===== src/rtl/axi_lite_mem_master.sv =====
// Single-outstanding AXI4-Lite master: one command in, one AXI transaction out, one response pulse back.
// Optional AXIM_TIMEOUT_EN adds a per-state response-wait limit that completes with SLVERR (2'b10).
module axi_lite_mem_master #(
  parameter int ADDR_W      = 32,
  parameter int DATA_W      = 32,
  parameter int TIMEOUT_CYC = 64
) (
  input  logic                mem_axi_aclk,
  input  logic                mem_axi_aresetn,
  input  logic                cmd_valid,
  output logic                cmd_ready,
  input  logic                cmd_write,
  input  logic [ADDR_W-1:0]   cmd_addr,
  input  logic [DATA_W-1:0]   cmd_wdata,
  input  logic [DATA_W/8-1:0] cmd_wstrb,
  output logic                rsp_valid,
  output logic                rsp_write,
  output logic [DATA_W-1:0]   rsp_rdata,
  output logic [1:0]          rsp_resp,
  output logic                mem_axi_awvalid,
  input  logic                mem_axi_awready,
  output logic [ADDR_W-1:0]   mem_axi_awaddr,
  output logic                mem_axi_wvalid,
  input  logic                mem_axi_wready,
  output logic [DATA_W-1:0]   mem_axi_wdata,
  output logic [DATA_W/8-1:0] mem_axi_wstrb,
  input  logic                mem_axi_bvalid,
  output logic                mem_axi_bready,
  input  logic [1:0]          mem_axi_bresp,
  output logic                mem_axi_arvalid,
  input  logic                mem_axi_arready,
  output logic [ADDR_W-1:0]   mem_axi_araddr,
  input  logic                mem_axi_rvalid,
  output logic                mem_axi_rready,
  input  logic [DATA_W-1:0]   mem_axi_rdata,
  input  logic [1:0]          mem_axi_rresp,
  output logic [2:0]          dbg_state
);

  // Every channel uses valid/ready: a beat transfers on the rising edge where both are high;
  // valid, once raised, holds with stable payload until that edge.
  typedef enum logic [2:0] {
    IDLE    = 3'd0,
    WR_REQ  = 3'd1,
    WR_RESP = 3'd2,
    RD_REQ  = 3'd3,
    RD_RESP = 3'd4,
    DONE    = 3'd5
  } state_t;

  state_t              state;
  logic                aw_done, w_done, hold_write;
  logic [ADDR_W-1:0]   hold_addr;
  logic                aw_hs, w_hs, b_hs, ar_hs, r_hs;
  logic                aw_fin, w_fin, hs_leave, tmo_hit;

  assign aw_hs  = mem_axi_awvalid && mem_axi_awready;
  assign w_hs   = mem_axi_wvalid && mem_axi_wready;
  assign b_hs   = mem_axi_bvalid && mem_axi_bready;
  assign ar_hs  = mem_axi_arvalid && mem_axi_arready;
  assign r_hs   = mem_axi_rvalid && mem_axi_rready;
  assign aw_fin = aw_done || aw_hs;
  assign w_fin  = w_done || w_hs;

  assign mem_axi_awaddr = hold_addr;
  assign mem_axi_araddr = hold_addr;
  assign dbg_state      = state;

  always_comb begin
    hs_leave = 1'b0;
    case (state)
      WR_REQ:  hs_leave = aw_fin && w_fin;
      WR_RESP: hs_leave = b_hs;
      RD_REQ:  hs_leave = ar_hs;
      RD_RESP: hs_leave = r_hs;
      default: hs_leave = 1'b0;
    endcase
  end

`ifdef AXIM_TIMEOUT_EN
  localparam int TW = $clog2(TIMEOUT_CYC + 1);
  logic [TW-1:0] tmo_cnt;
  logic          waiting;

  assign waiting = (state == WR_REQ) || (state == WR_RESP) || (state == RD_REQ) || (state == RD_RESP);
  assign tmo_hit = waiting && (tmo_cnt == TW'(TIMEOUT_CYC - 1));

  // Counts cycles spent in the current wait state; restarts on every state change.
  always_ff @(posedge mem_axi_aclk or negedge mem_axi_aresetn) begin
    if (!mem_axi_aresetn) tmo_cnt <= '0;
    else if (!waiting || hs_leave || tmo_hit) tmo_cnt <= '0;
    else tmo_cnt <= tmo_cnt + 1'b1;
  end
`else
  logic unused_tmo;
  assign unused_tmo = ^TIMEOUT_CYC;
  assign tmo_hit    = 1'b0;
`endif

  always_ff @(posedge mem_axi_aclk or negedge mem_axi_aresetn) begin
    if (!mem_axi_aresetn) begin
      state           <= IDLE;
      cmd_ready       <= 1'b0;
      rsp_valid       <= 1'b0;
      rsp_write       <= 1'b0;
      rsp_rdata       <= '0;
      rsp_resp        <= 2'b00;
      mem_axi_awvalid <= 1'b0;
      mem_axi_wvalid  <= 1'b0;
      mem_axi_wdata   <= '0;
      mem_axi_wstrb   <= '0;
      mem_axi_bready  <= 1'b0;
      mem_axi_arvalid <= 1'b0;
      mem_axi_rready  <= 1'b0;
      hold_addr       <= '0;
      hold_write      <= 1'b0;
      aw_done         <= 1'b0;
      w_done          <= 1'b0;
    end else if (tmo_hit && !hs_leave) begin
      mem_axi_awvalid <= 1'b0;
      mem_axi_wvalid  <= 1'b0;
      mem_axi_bready  <= 1'b0;
      mem_axi_arvalid <= 1'b0;
      mem_axi_rready  <= 1'b0;
      aw_done         <= 1'b0;
      w_done          <= 1'b0;
      rsp_valid       <= 1'b1;
      rsp_write       <= hold_write;
      rsp_rdata       <= '0;
      rsp_resp        <= 2'b10;
      state           <= DONE;
    end else begin
      case (state)
        IDLE: begin
          if (cmd_valid && cmd_ready) begin
            cmd_ready     <= 1'b0;
            hold_addr     <= cmd_addr;
            hold_write    <= cmd_write;
            mem_axi_wdata <= cmd_wdata;
            mem_axi_wstrb <= cmd_wstrb;
            if (cmd_write) begin
              mem_axi_awvalid <= 1'b1;
              mem_axi_wvalid  <= 1'b1;
              state           <= WR_REQ;
            end else begin
              mem_axi_arvalid <= 1'b1;
              state           <= RD_REQ;
            end
          end else begin
            cmd_ready <= 1'b1;
          end
        end
        // AW and W complete independently; leave only once both have transferred.
        WR_REQ: begin
          if (aw_hs) begin
            mem_axi_awvalid <= 1'b0;
            aw_done         <= 1'b1;
          end
          if (w_hs) begin
            mem_axi_wvalid <= 1'b0;
            w_done         <= 1'b1;
          end
          if (aw_fin && w_fin) begin
            aw_done        <= 1'b0;
            w_done         <= 1'b0;
            mem_axi_bready <= 1'b1;
            state          <= WR_RESP;
          end
        end
        WR_RESP: begin
          if (b_hs) begin
            mem_axi_bready <= 1'b0;
            rsp_valid      <= 1'b1;
            rsp_write      <= 1'b1;
            rsp_rdata      <= '0;
            rsp_resp       <= mem_axi_bresp;
            state          <= DONE;
          end
        end
        RD_REQ: begin
          if (ar_hs) begin
            mem_axi_arvalid <= 1'b0;
            mem_axi_rready  <= 1'b1;
            state           <= RD_RESP;
          end
        end
        RD_RESP: begin
          if (r_hs) begin
            mem_axi_rready <= 1'b0;
            rsp_valid      <= 1'b1;
            rsp_write      <= 1'b0;
            rsp_rdata      <= mem_axi_rdata;
            rsp_resp       <= mem_axi_rresp;
            state          <= DONE;
          end
        end
        DONE: begin
          rsp_valid <= 1'b0;
          cmd_ready <= 1'b1;
          state     <= IDLE;
        end
        default: state <= IDLE;
      endcase
    end
  end

endmodule


===== config.mk =====
export PLATFORM = sky130hd
export DESIGN_NAME = axi_lite_mem_master
export DESIGN_NICKNAME = d
export VERILOG_FILES = /design/src/rtl/axi_lite_mem_master.sv
export SDC_FILE = /design/constraint.sdc
export NUM_CORES = 1
export LEC_CHECK = 0
export CORE_MARGIN = 4
export CORE_UTILIZATION = 35
export CTS_CLUSTER_DIAMETER = 120
export DETAILED_ROUTE_END_ITERATION = 12
export HOLD_SLACK_MARGIN = 0.06
export PLACE_DENSITY = 0.74
export REMOVE_ABC_BUFFERS = 1
export SKIP_LAST_GASP = 1
export SLEW_MARGIN = 10
export SYNTH_ARGS = -nofsm -noshare
export SYNTH_HDL_FRONTEND = slang
export SYNTH_SLANG_ARGS = --single-unit

===== constraint.sdc =====
create_clock -name mem_axi_aclk -period 2.05 [get_ports mem_axi_aclk]
set_clock_uncertainty 0.1 [all_clocks]
set_input_delay 0.41 -clock mem_axi_aclk [delete_from_list [all_inputs] [get_ports mem_axi_aclk]]
set_output_delay 0.41 -clock mem_axi_aclk [all_outputs]
set_load 0.03 [all_outputs]

==> reports/qor.yml <==
cells_and_area:
  layout-drive-gt1-share_pct: 24.9
  synthToLayoutAreaGrowth_pct: 67.2
  fin_util_pct: 60.2
  num-nets-final: 703
  diodes: 0
  fin_cells: 778
synth:
  syn-mean-instance-area_sq_um: 14.2
  synth_seq_area_share_pct: 60.1
  synth_top_flop_cell: "dfrtp_1"
  netlist_area_sq_um: 4780
  synth_compound_area_share_pct: 10.7
  yosys_warnings: 0
  synth-edff-count: 0
  yosys.area_share.xor_xnor_pct: 0
  async_flop_share_pct: 100
  synth_mux_area_share_pct: 16.7
  yosysUniqueCellTypes: 40
  ys_ff_latch: 115
  synthCells: 336
  synth_top_family_by_area: "multiplexers"
  synthSimpleGateAreaFrac_pct: 3.77
  synth_fa_ha_area_share_pct: 0
floorplan:
  initial_core_util_pct: 36.0
  core_area_sq_um: 13300
  die_x_um: 125
  ios: 258
  rows: 42
  die_y_um: 125
  die_area_sq_um: 15600
placement:
  dp.final_hpwl_um: 10100
  place_inst: 743
  portBuffers: 257
  place_congestion: 0.792
  pre_cts_ws_ns: -0.163
outcome:
  status: "complete, no violations"
power:
  ir_drop_mv: 0.408
  power.leakage_nw: 3.67
  power.density_nw_per_um2: 642
  finalPower_w: 0.00514
sta:
  setup_violations: 0
  layout_setup_ws_ns: 0.0263
  finalCritPeriodShare_pct: 98.7
  worstMarginPinSlew_ns: 0.373
  drv_slew: 0
  rsz0062_at_grt: "true"
  slew_headroom_pct: 75.2
  hold-worst-slack_ns: 0.387
  finalCriticalPeriod_ns: 2.02
  fmax_mhz: 494
  finalHoldViolCount: 0
cts:
  cts_root_buf: "clkbuf_16"
  htreeDepth: 4
  cts_tree: "done"
  cts.sinks: 115
  cts.clk_slew.worst_paths_ns: 0.05
  cts_buffers: 17
  clk_latency_ns: 0.40
  clk_path_buf_depth: 2
drt:
  viasPerCell: 4.75
  wire_per_inst_um: 17.6
  drcViolationCount: 0
  drt_iter0_drc: 91
  dr.pass1.iters: 4
  routed_wl_um: 13700
  vias: 3692
  ant_nets: 0
global_routing:
  grt_max_degree: 61
  grt-ovfl-total: 0
  grt_pass1_vias: 4098
  antenna_found_initial: 0
  grtUsageTotal_pct: 17.2
  grt_pass1_wl_um: 21700
min_path:
  hold_path.class: "primary input to asynchronous set/reset pin"
worst_setup_path:
  crit_required_ns: 2.22
  worstPathMaxFanout: 28
  cp.arrival_ns: 2.20
  start_kind: "flop"
  critPathCaptureType: "flop"
  crit_buf_inv: 3
  crit_type: "flop to flop"
  cp_top_family: "buffers and inverters"
  max_stage_delay_ns: 0.42
  path_cells: "buf_4 > nor2_4 > nand3_1 > nor2_4 > buf_12 > buf_12 > mux2_2"
  slowest_stage: "dfrtp_1"
run:
  drv_cap: 0
power by group:
group / leakage, nW / internal, W / switching, W
clock network: 0.254 / 0.00162 / 0.000945
registers: 1.60 / 0.00228 / 0.00000103
logic: 1.82 / 0.000203 / 0.0000879
total: 3.67 / 0.00410 / 0.00103
routing by layer:
metal  up-vias  track usage [%]  wire length (um)
li1       1687                -                 -
met1      1806             20.0              5610
met2       181             29.7              6820
met3        18             6.26              1010
met4         0             5.61               224
met5         -                0                 0
cells in the final DEF (no fill, tap or decap), types with 2 or more instances in the layout:
master           Yosys  routed
clkdlybuf4s50_1      0     247
dfrtp_1            115     115
mux2_2              68      68
a22o_2              22      22
clkbuf_16            0      19
buf_4               35      19
nand2_1             17      17
a22o_1              10      10
a21oi_1              9       9
o21ai_0              8       8
dlygate4sd2_1        0       7
nor2_1               6       6
clkbuf_1             0       6
buf_12               0       6
clkinv_2             0       4
a31oi_1              3       3
clkbuf_8             3       3
nor2_4               1       2
a21o_1               2       2
nand3_1              2       2
mux2i_1              2       2
dlymetal6s2s_1       0       2
cell families (layout without fill, tap and decap cells):
kind of cell / after synthesis / count (layout)
flops: 115 / 115
mux: 71 / 71
buf+inv: 51 / 317
simple gates: 36 / 36
compound gates: 63 / 63
what timing repair did:
action,CTS,global route
cloned,0,2
setup endpoints to repair,7,31
pin swaps,0,1
hold buffers,1,0
gates resized for setup,7,2
buffers inserted,0,1
hold endpoints to repair,25,0
metrics by stage:
step                instance area [sq um]  setup TNS, ns
floorplan                            4370         -95.19
global placement                     7400          -3.04
detailed placement                   7400          -3.93
CTS                                  7920              0
global route                         8000         -0.258
finish                               8000              0
worst reg2reg max path, cell delays in order, from the launching register on:
cell	delay, ns
dfrtp_1	0.42
buf_4	0.20
nor2_4	0.14
nand3_1	0.17
nor2_4	0.17
buf_12	0.14
buf_12	0.19
mux2_2	0.38
final timing paths:
check / cells after the start / start / end / slack (ns)
worst max-delay path: 7 / dbg_state[1] / mem_axi_araddr[30] / 0.03
worst min-delay path: 2 / mem_axi_aresetn / mem_axi_araddr[21] / 0.39
worst max register to register: 7 / dbg_state[1] / mem_axi_araddr[30] / 0.03
worst min register to register: 2 / rsp_resp[0] / rsp_resp[0] / 0.39
min in group mem_axi_aclk: 2 / rsp_resp[0] / rsp_resp[0] / 0.39
max in group asynchronous: 3 / mem_axi_aresetn / rsp_rdata[2] / 0.81
cell usage after synthesis (2+ instances only):
cell type,n,area [sq um]
nor2_1,6,22.5
buf_2,4,20.0
a22o_1,10,87.6
dfrtp_1,115,2880
mux2_2,68,766
buf_6,5,56.3
nand3_1,2,10.0
clkbuf_8,3,41.3
nand2_1,17,63.8
mux2i_1,2,20.0
a21oi_1,9,45.0
a21o_1,2,15.0
o21ai_0,8,40.0
a31oi_1,3,18.8
buf_8,2,30.0
buf_4,35,263
a22o_2,22,220
area by class of cell:
type,count,area [sq um]
fillers,1051,5300
clock inverters,5,27.5
well taps,176,220
inverters,2,7.51
repair buffers,284,2880
clock buffers,26,489
flip-flops and latches,115,2880
multi-input cells,170,1490
registers in the layout (all words and copies together), names as in the netlist, 2 cells and up:
register	count
rsp_resp	2
mem_axi_wdata	32
mem_axi_wstrb	4
dbg_state	3
rsp_rdata	32
mem_axi_araddr	32
(Power assumes the default switching activity.)
